[config.mk]
export PLATFORM = sky130hd
export DESIGN_NAME = memory_bus_router
export DESIGN_NICKNAME = d
export VERILOG_FILES = /design/src/rtl/memory_bus_router.sv
export SDC_FILE = /design/constraint.sdc
export NUM_CORES = 1
export LEC_CHECK = 0
export ABC_AREA = 1
export BUFFER_PORTS_ARGS = -buffer_cell sky130_fd_sc_hd__buf_2
export CAP_MARGIN = 20
export CORE_AREA = 2 2 92 94
export CTS_BUF_LIST = sky130_fd_sc_hd__clkbuf_4
export DETAILED_ROUTE_END_ITERATION = 16
export DIE_AREA = 0 0 94 96
export GPL_TIMING_DRIVEN = 1
export PLACE_DENSITY = 0.83
export SLEW_MARGIN = 20
export SYNTH_ARGS = -nofsm -noshare
export SYNTH_HDL_FRONTEND = slang
export SYNTH_SLANG_ARGS = --single-unit
export TNS_END_PERCENT = 1
[constraint.sdc]
create_clock -name clk -period 4.7 [get_ports clk]
set_input_delay 0 -clock clk [delete_from_list [all_inputs] [get_ports clk]]
set_output_delay 0 -clock clk [all_outputs]
set_load 0.005 [all_outputs]
[src/rtl/memory_bus_router.sv]
// memory_bus_router: routes one CPU byte-access port to NUM_REGIONS regions
// selected by address bits, with a request/busy handshake, minimum wait,
// per-access timeout and sticky bus-error flag.
// Optional feature macro: MEMORY_BUS_ROUTER_WRITE_PROTECT_EN (read-only regions
// from RO_MASK); when undefined every region is writable.
module memory_bus_router #(
    parameter int unsigned              ADDR_WIDTH  = 24,
    parameter int unsigned              DATA_WIDTH  = 8,
    parameter int unsigned              NUM_REGIONS = 4,
    parameter int unsigned              SEL_LSB     = 14,
    parameter int unsigned              MIN_WAIT    = 0,
    parameter int unsigned              TIMEOUT     = 255,
    parameter logic [NUM_REGIONS-1:0]   RO_MASK     = 4'b0010
) (
    input  logic                              clk,
    input  logic                              reset,
    input  logic [ADDR_WIDTH-1:0]             cpu_address,
    input  logic [DATA_WIDTH-1:0]             cpu_data_in,
    output logic [DATA_WIDTH-1:0]             cpu_data_out,
    input  logic                              cpu_enable,
    input  logic                              cpu_write_enable,
    output logic                              cpu_halt,
    output logic [NUM_REGIONS-1:0]            region_enable,
    output logic [NUM_REGIONS-1:0]            region_write_enable,
    output logic [ADDR_WIDTH-1:0]             region_address,
    output logic [DATA_WIDTH-1:0]             region_data_in,
    input  logic [NUM_REGIONS*DATA_WIDTH-1:0] region_data_out,
    input  logic [NUM_REGIONS-1:0]            region_busy,
    input  logic                              error_clear,
    output logic                              error
);

    localparam int unsigned R       = $clog2(NUM_REGIONS);
    localparam logic [3:0]  MW      = 4'(MIN_WAIT);
    localparam logic [15:0] TO_LAST = 16'(TIMEOUT - 1);

`ifdef MEMORY_BUS_ROUTER_WRITE_PROTECT_EN
    localparam logic [NUM_REGIONS-1:0] RO_ACTIVE = RO_MASK;
`else
    // Write protection compiled out: no region is treated as read-only.
    localparam logic [NUM_REGIONS-1:0] RO_ACTIVE = RO_MASK & '0;
`endif

    typedef enum logic [1:0] {IDLE, ACCESS, DONE} state_t;

    state_t                 state, state_next;
    logic [R-1:0]           sel_dec, sel_q;
    logic                   we_q;
    logic [3:0]             wait_cnt;
    logic [15:0]            to_cnt;
    logic                   busy_sel;
    logic [DATA_WIDTH-1:0]  rdata_sel;
    logic                   wp;
    logic                   complete;
    logic                   timeout;
    logic                   err_set;

    // Region decode: addresses beyond the select field go to the far region.
    always_comb begin
        if ((cpu_address >> (SEL_LSB + R)) == '0)
            sel_dec = cpu_address[SEL_LSB +: R];
        else
            sel_dec = R'(NUM_REGIONS - 1);
    end

    // Selected-region status and completion/timeout conditions.
    always_comb begin
        busy_sel  = region_busy[sel_q];
        rdata_sel = region_data_out[sel_q*DATA_WIDTH +: DATA_WIDTH];
        wp        = we_q & RO_ACTIVE[sel_q];
        complete  = (wait_cnt == MW) && (wp || !busy_sel);
        timeout   = (to_cnt == TO_LAST);
        err_set   = (state == ACCESS) && ((complete && wp) || (!complete && timeout));
    end

    // State register; reset forces IDLE so strobes drop immediately.
    always_ff @(posedge clk or negedge reset) begin
        if (!reset) state <= IDLE;
        else        state <= state_next;
    end

    // Next-state and handshake/strobe outputs.
    always_comb begin
        state_next          = state;
        cpu_halt            = 1'b0;
        region_enable       = '0;
        region_write_enable = '0;
        case (state)
            IDLE: begin
                cpu_halt = cpu_enable;
                if (cpu_enable) state_next = ACCESS;
            end
            ACCESS: begin
                cpu_halt                   = 1'b1;
                region_enable[sel_q]       = 1'b1;
                region_write_enable[sel_q] = we_q & ~wp;
                if (complete || timeout) state_next = DONE;
            end
            DONE: state_next = IDLE;
            default: state_next = IDLE;
        endcase
    end

    // Request latch, counters and read-data capture.
    always_ff @(posedge clk or negedge reset) begin
        if (!reset) begin
            region_address <= '0;
            region_data_in <= '0;
            cpu_data_out   <= '0;
            we_q           <= 1'b0;
            sel_q          <= '0;
            wait_cnt       <= '0;
            to_cnt         <= '0;
        end else begin
            case (state)
                IDLE: begin
                    if (cpu_enable) begin
                        region_address <= cpu_address;
                        region_data_in <= cpu_data_in;
                        we_q           <= cpu_write_enable;
                        sel_q          <= sel_dec;
                        wait_cnt       <= '0;
                        to_cnt         <= '0;
                    end
                end
                ACCESS: begin
                    if (wait_cnt != MW) wait_cnt <= wait_cnt + 4'd1;
                    if (to_cnt != '1)   to_cnt   <= to_cnt + 16'd1;
                    // Completion takes priority over a coincident timeout.
                    if (complete) begin
                        if (!we_q) cpu_data_out <= rdata_sel;
                    end else if (timeout) begin
                        cpu_data_out <= '1;
                    end
                end
                default: ;
            endcase
        end
    end

    // Sticky bus error: a set in the same cycle as a clear wins.
    always_ff @(posedge clk or negedge reset) begin
        if (!reset)           error <= 1'b0;
        else if (err_set)     error <= 1'b1;
        else if (error_clear) error <= 1'b0;
    end

endmodule

## Word level (Yosys, flattened, before mapping)

Index checks and enable logic that the tools add are counted.

- Output and inout port bits: 50
- Bits in registers: 66
- Bits of input ports: 73

- Add/sub/neg operators: 2
- Muxes and demuxes: 24
- Reductions and logical operators: 22
- Bitwise logic cells: 4
- Equal/unequal tests: 8
- Shift operators: 1
- Magnitude comparators: 2

Operator list:

| cell | count |
|---|---|
| $mux W16 | 2 |
| $pmux W16 S2 | 1 |
| $shiftx A32 B6 Y8 | 1 |
| $logic_not A24 Y1 | 1 |
| $mux W8 | 3 |
| $add A16 B1 Y16 const B | 1 |
| $eq A16 B8 Y1 const B | 1 |
| $mux W4 | 4 |
| $ne A16 B16 Y1 const B | 1 |
| $reduce_and A3 Y1 | 3 |
| $pmux W4 S2 | 1 |
| $mux W2 | 3 |
| $ne A2 B1 Y1 const B | 3 |
| $reduce_bool A2 Y1 | 3 |
| $logic_and A1 B1 Y1 | 5 |
| $mux W1 | 5 |
| $add A4 B1 Y4 const B | 1 |
| $and A4 B4 Y4 | 1 |
| $bmux W1 S2 | 2 |
| $logic_not A4 Y1 | 1 |
| $ne A2 B2 Y1 const B | 2 |
| $pmux W2 S2 | 1 |
| $reduce_and A2 Y1 | 2 |
| $reduce_bool A4 Y1 | 1 |
| 10 further kinds | 14 |

## Logic depth before layout (Yosys ltp)

Gate-level depths: netlist of run 1.

- Depth after elaboration: 10
- Depth in mapped cells: 10
- Mapped depth without buffers: 10

## Least setup slack after synthesis of run 1

OpenSTA, ideal clock, no wires.

- Path type: flip-flop to flip-flop
- Start point: register to_cnt[0]
- End point: register to_cnt[0]
- Cell stages (with the launch flop): 8
- Slack: 3.208 ns
- Library setup time: 0.126 ns
- Arrival time: 1.366 ns
- Path through: dfrtp_1 -> ha_1 -> inv_1 -> nor2_4 -> nand4_4 -> o21ai_4 -> buf_6 -> o21ai_0

- Longest elaborated chain between the ends: 3

Ends and longest elaborated chain:

| element | RTL line | RTL |
|---|---|---|
| from (decl) | 50 | `logic [15:0] to_cnt;` |
| from (signal assigned) | 128 | `if (to_cnt != '1) to_cnt <= to_cnt + 16'd1;` |
| $add A16 B1 Y16 or $ne A16 B16 Y1 (tied branches) | 128 |  |
| $mux W16 or $ne A2 B1 Y1 (tied branches) | n/a |  |
| $pmux W16 S2 or $reduce_and A3 Y1 (tied branches) | n/a |  |

Parallel ways exist; a longest one is shown, timed or not. The select of a mux whose other input is x is not followed.
A chain may end at the register's enable or synchronous reset.

## Worst setup path after layout of run 1

- Start point: register state[0]
- End point: register region_address[14]

- Longest elaborated chain between the ends: 2

Ends and longest elaborated chain:

| element | RTL line | RTL |
|---|---|---|
| from (decl) | 46 | `state_t state, state_next;` |
| from (signal assigned) | 79 | `else state <= state_next;` |
| $logic_not A2 Y1 | 115 | `case (state)` |
| $reduce_and A2 Y1 (no source line) | n/a |  |
| to (signal assigned) | 118 | `region_address <= cpu_address;` |
| to (decl) | 25 | `output logic [ADDR_WIDTH-1:0] region_address,` |

No other way between the ends.

==> metrics.yaml, run 1 <==
status:
  status: "finished clean"
pwr:
  clkPwrFrac: 0.208
  p_int_mw: 1.505
  p_switching_uw: 894.9
  p_sw_frac: 0.3729
  combPwrFrac: 0.390
  seqPwrFrac: 0.402
  p_per_area_nw_per_um2: 494.5
  ir_worst_vdd_mv: 0.4686
  p_leak_nw: 2.500
  finalPower_mw: 2.400
synth:
  synth.cell_area_um2: 3562
  synth_seq_cells: 66
  yosysTopAreaCellShare: 0.4636
  synth_area_leader_cell: "dfrtp_1"
  synthesis.nets: 518
  ys_types: 31
  synth_edf_count: 0
  ys_top_cells_by_count: "nand2_1 (127), dfrtp_1 (66), nor2_1 (44), inv_1 (43), nand3_1 (41)"
  yosys-top-cells-area: "dfrtp_1 (46%), nand2_1 (13%), mux2_2 (7.3%), nand3_1 (5.8%), nor2_1 (4.6%)"
  synth_async_sr_flop_share: 1.000
  yosys_warnings: 0
  syn_avg_cell_area_um2: 8.077
  yosysMostFrequentCell: "nand2_1"
  synth_seq_area_share: 0.4636
  synth_ff_type: "dfrtp_1"
  syn_inst: 441
worst_setup_path:
  critical_path.endpoint: "region_address[14]"
  timing.rr.start: "state[0]"
  worst_setup_path_end_kind: "register"
  cp.arrival_ns: 2.63
  start_kind: "register"
  crit_type: "reg -> reg"
  rr_endpoint: "region_address[14]"
  setup.worst_path.start: "state[0]"
  cp_max_fo: 46
  worstPathRequired_ns: 5.02
  r2r_slack_ns: 2.39
  r2r_cells: 5
timing:
  setup_slack_ns: 2.390
  fmax_mhz: 433.0
  tightest_slew_ns: 0.8959
  final.min_clock_period_ns: 2.310
  hold_viol_final: 0
  relSlewSlack: 0.4006
  drv_slew: 0
  fin_skew_ns: 0.01740
  period_share: 0.4914
  setup_viol: 0
  rsz0062_at_grt: "no"
  fin_tns_setup_ns: 0
routing:
  dr.pass1.iters: 5
  avgRoutedWirePerCell_um: 13.13
  wirelength_mm: 9.373
  drt_drc_violations_left: 0
  via_count: 3565
  ant_nets: 0
  viasPerCell: 4.993
  dr.first_iter.drc_count: 202
clock_network:
  clkTransAtPathRegs_ns: 0.12
  cts_sinks: 66
  cts-root-buf: "clkbuf_4"
  clock_path_buffers: 2
  cts_resized: 0
  numCtsBuffers: 9
  insertion_delay_ns: 0.44
  cts_setup_buffers: 0
  cts_tree: "done"
  cts_hold_buffers: 41
  htreeDepth: 3
final_layout:
  ff_latch_area_um2: 1652
  num_antenna_cells: 0
  multi_input_area_um2: 1673
  fin_area_um2: 4853
  finalNonFillerCells: 714
  area_growth_pct: 36.25
  finalNetCount: 681
  drive_gt1_frac: 0.2989
  fill_cells: 698
grt:
  antenna_found_initial: 0
  grtUsageTotal: 0.2147
  grt_pass1_vias: 3373
  grt_pass1_wl_mm: 15.17
  grt.overflow.total: 0
  grt_max_degree: 67
placed_design:
  post-place-ws_ns: 2.732
  placed_cell_area_um2: 4250
  port_buffers: 122
  hpwl_mm: 6.509
  place_congestion: 0.8681
  dp.cells: 657
floorplanning:
  initial_core_util: 0.4424
  coreArea_um2: 8051
  die_y_um: 96
  pin_count: 123
  die_x_um: 94
  die_area_um2: 9024
  row_count: 33
run:
  max_cap_violations: 0
worst_hold_path:
  hold_path.class: "in -> reg"
worst max-delay path, cell delays in order (launching register included):
cell	delay [ns]
dfrtp_1	0.43
nor2_2	0.17
nand2_2	0.52
nor2_1	0.41
nor2_1	0.09
dlygate4sd3_1	0.57
kinds of logic after synthesis:
family,Yosys count,share of synthesized area
simple gates,247,0.3126
buf+inv,59,0.06673
fa+ha+maj,4,0.01405
xor+xnor,3,0.007378
mux,23,0.07271
flops,66,0.4636
compound gates,39,0.06287
layout make-up:
cell class / instances / share of cell area
clock inverters: 7 / 0.02578
clock buffers: 9 / 0.01392
inverters: 47 / 0.03635
repair buffers: 164 / 0.2119
flip-flops and latches: 66 / 0.3403
well taps: 105 / 0.02707
multi-input cells: 316 / 0.3447
sequential cells by signal (all words and copies together), names as in the netlist:
signal / cells
state: 2
cpu_data_out: 8
we_q: 1
wait_cnt: 4
to_cnt: 16
error: 1
sel_q: 2
region_data_in: 8
region_address: 24
how the worst min path moves through the flow:
stage	from	to	slack, ns	cells past startpoint
after global placement	error_clear	error	0.20	2
after CTS	region_data_out[25]	cpu_data_out[1]	0.003	7
after detailed placement	error_clear	error	0.20	2
final	region_data_out[25]	cpu_data_out[1]	0.01	7
after global routing	region_data_out[31]	cpu_data_out[7]	0.04	7
after floorplan	reset	cpu_data_out[0]	-0.30	0
cells in the final DEF, fill, tap and decap left out:
cell	netlist	layout
nor3_1	6	6
nand3_2	1	1
o21ai_2	2	2
xnor2_1	1	1
inv_6	0	1
bufinv_16	0	3
inv_1	43	43
o211ai_1	1	1
nand3_1	41	41
nand4_4	1	1
ha_1	4	4
xor2_1	2	2
a21oi_1	7	7
o21ai_1	7	7
nor2_1	44	44
nand2_1	127	127
nand2_4	1	1
clkbuf_4	0	9
nand2_2	3	3
a22oi_1	2	2
nor2_4	4	4
buf_2	4	122
o21ai_0	17	17
nand3_4	1	1
nand4_1	16	16
nor2_2	2	2
dlygate4sd3_1	0	41
o22ai_1	2	2
dfrtp_1	66	66
mux2_2	23	23
o21ai_4	1	1
buf_4	1	1
inv_2	4	4
clkinv_4	0	3
metrics by stage:
step                      hold slack, ns    util
after floorplan                  -0.2956       -
after global placement            0.1957  0.5279
after detailed placement          0.2032  0.5279
after CTS                       0.002957  0.6028
after global routing             0.03809  0.6028
final                            0.01173  0.6028
power groups by stage:
stage	Clock, mW	Combinational [mW]	Sequential, mW
floorplan	0	0.549	0.965
global placement	0	0.855	0.964
detailed placement	0	0.897	0.971
CTS	0.506	0.935	0.964
global route	0.531	1.05	0.997
finish	0.498	0.936	0.966
layer usage:
layer	global-route usage	part of all wire	vias to the layer above	wire length (um)
met1	0.2763	0.42	1673	3958
li1	-	-	1768	-
met4	0.08454	0.019	0	178
met5	0	0	-	0
met2	0.3571	0.50	107	4715
met3	0.04464	0.056	17	522
Power figures use the tool's default switching activity.
==> inputs of run 2 (changes only) <==
- clock period: 4.7 -> 2.2 ns (I/O delays scaled with it)
==> metrics.yaml, run 2 (same netlist as run 1, synthesis figures left out) <==
worst_setup_path:
  cp_slowest_cell: "dlygate4sd3_1"  # unchanged
  worstPathRequired_ns: 2.49  # was 5.02 ns
  setup.worst_path.start: "state[0]"  # unchanged
  crit_type: "reg -> reg"  # unchanged
  cp_max_fo: 22  # was 46
  start_kind: "register"  # unchanged
  worst_setup_path_end_kind: "register"  # unchanged
  path_buf_inv: 2  # was 1
  cp_cell_sequence: "nor2_2 -> nand2_2 -> buf_4 -> nor2_1 -> nor2_1 -> dlygate4sd3_1"  # was nor2_2 -> nand2_2 -> nor2_1 -> nor2_1 -> dlygate4sd3_1
  crit_family: "buffers and inverters"  # was simple AND/OR/NAND/NOR gates
  cp_common_cell: "nor2_1"  # unchanged
  cp.arrival_ns: 2.24  # was 2.63 ns
  timing.rr.start: "state[0]"  # unchanged
  slowest_delay_ns: 0.56  # was 0.57 ns
grt:
  grt_pass1_wl_mm: 15.47  # was 15.17 mm
  grt_pass1_vias: 3417  # was 3373
  antenna_found_initial: 0  # unchanged
  grt.overflow.total: 0  # unchanged
  use_met3: 0.03837  # was 0.04464
  use_met1: 0.2807  # was 0.2763
  grtUsageTotal: 0.2181  # was 0.2147
  grt_max_degree: 40  # was 67
  top_usage_layer: "met2"  # unchanged
  grt.met2_usage: 0.3589  # was 0.3571
routing:
  drt_drc_violations_left: 0  # unchanged
  dr.first_iter.drc_count: 193  # was 202
  viasPerCell: 5.027  # was 4.993
  wirelength_mm: 9.682  # was 9.373 mm
  via_count: 3579  # was 3565
  avgRoutedWirePerCell_um: 13.60  # was 13.13 um
  dr.pass1.iters: 4  # was 5
  ant_nets: 0  # unchanged
timing:
  rsz0062_at_grt: "no"  # unchanged
  tightest_slew_ns: 0.6484  # was 0.8959 ns
  drv_slew: 0  # unchanged
  setup_viol: 0  # unchanged
  setup_slack_ns: 0.2490  # was 2.390 ns
  fin_tns_setup_ns: 0  # unchanged
  fmax_mhz: 512.6  # was 433.0 MHz
  holdWs_ns: 0.02234  # was 0.01173 ns
  final.min_clock_period_ns: 1.951  # was 2.310 ns
  hold_viol_final: 0  # unchanged
  relSlewSlack: 0.5678  # was 0.4006
  fin_skew_ns: 0.02080  # was 0.01740 ns
  period_share: 0.8868  # was 0.4914
clock_network:
  cts_tree: "done"  # unchanged
  htreeDepth: 3  # unchanged
  cts-root-buf: "clkbuf_4"  # unchanged
  clock_path_buffers: 2  # unchanged
  numCtsBuffers: 9  # unchanged
  cts_sinks: 66  # unchanged
  clkTransAtPathRegs_ns: 0.11  # was 0.12 ns
  insertion_delay_ns: 0.42  # was 0.44 ns
  cts_resized: 0  # unchanged
  cts_hold_buffers: 37  # was 41
  cts_setup_buffers: 0  # unchanged
placed_design:
  dp.cells: 660  # was 657
  hpwl_mm: 6.735  # was 6.509 mm
  port_buffers: 122  # unchanged
  place_congestion: 0.8650  # was 0.8681
  placed_cell_area_um2: 4285  # was 4250 um2
  post-place-ws_ns: 0.3888  # was 2.732 ns
worst_hold_path:
  min_from: "region_data_out[7]"  # was region_data_out[25]
  hold_path.class: "in -> reg"  # unchanged
pwr:
  finalPower_mw: 5.041  # was 2.400 mW
  p_leak_nw: 2.476  # was 2.500 nW
  ir_worst_vdd_mv: 0.8112  # was 0.4686 mV
  p_per_area_nw_per_um2: 1047  # was 494.5 nW/um2
status:
  status: "finished clean"  # unchanged
final_layout:
  num_antenna_cells: 0  # unchanged
  finalNetCount: 680  # was 681
  reg.largest.list: "region_address: 24 flops, to_cnt: 16 flops"  # unchanged
  area_growth_pct: 35.16  # was 36.25%
  fin_area_um2: 4815  # was 4853 um2
  final_cell_mix: "nand2_1 (127), buf_2 (122), dfrtp_1 (66)"  # unchanged
  final_common_cell: "nand2_1"  # unchanged
  drive_gt1_frac: 0.3031  # was 0.2989
  finalNonFillerCells: 712  # was 714
  largest_register_ffs: 24  # unchanged
  finish.utilization: 0.5980  # was 0.6028
  top_register: "region_address"  # unchanged
floorplanning:
  die_area_um2: 9024  # unchanged
  coreArea_um2: 8051  # unchanged
  die_y_um: 96  # unchanged
  row_count: 33  # unchanged
  initial_core_util: 0.4424  # unchanged
  pin_count: 123  # unchanged
  die_x_um: 94  # unchanged
run:
  max_cap_violations: 0  # unchanged
run 2: area by class of cell:
class                           instances  area, um2
Timing Repair Buffer                  163       1023
Tap cell                              105      131.4
Clock buffer                            9      67.56
Inverter                               47      176.4
Multi-Input combinational cell        316       1673
Clock inverter                          6      91.34
Fill cell                             687       3237
Sequential cell                        66       1652
run 2: worst reg2reg max path, delay by kind of cell (launching register included):
kind / cells / cell delay [ns]
buf+inv: 2 / 0.80
flops: 1 / 0.43
simple gates: 4 / 0.61
run 2: final timing paths:
path | to | cells past startpoint | slack (ns)
worst max-delay path | region_address[15] | 6 | 0.25
worst min-delay path | cpu_data_out[7] | 7 | 0.02
worst max register to register | region_address[15] | 6 | 0.25
worst min register to register | cpu_data_out[4] | 2 | 0.49
max in group asynchronous | wait_cnt[0] | 3 | 1.42
min in group asynchronous | to_cnt[13] | 2 | 0.13
run 2: power by group:
part	switching [mW]	internal, mW
clock	0.476	0.458
combinational	1.11	0.935
sequential	0.348	1.72
run 2: metal layers:
layer	vias up	wire length (um)
li1	1763	-
met1	1666	3982
met2	120	4901
met3	30	508
met4	0	289
met5	-	0
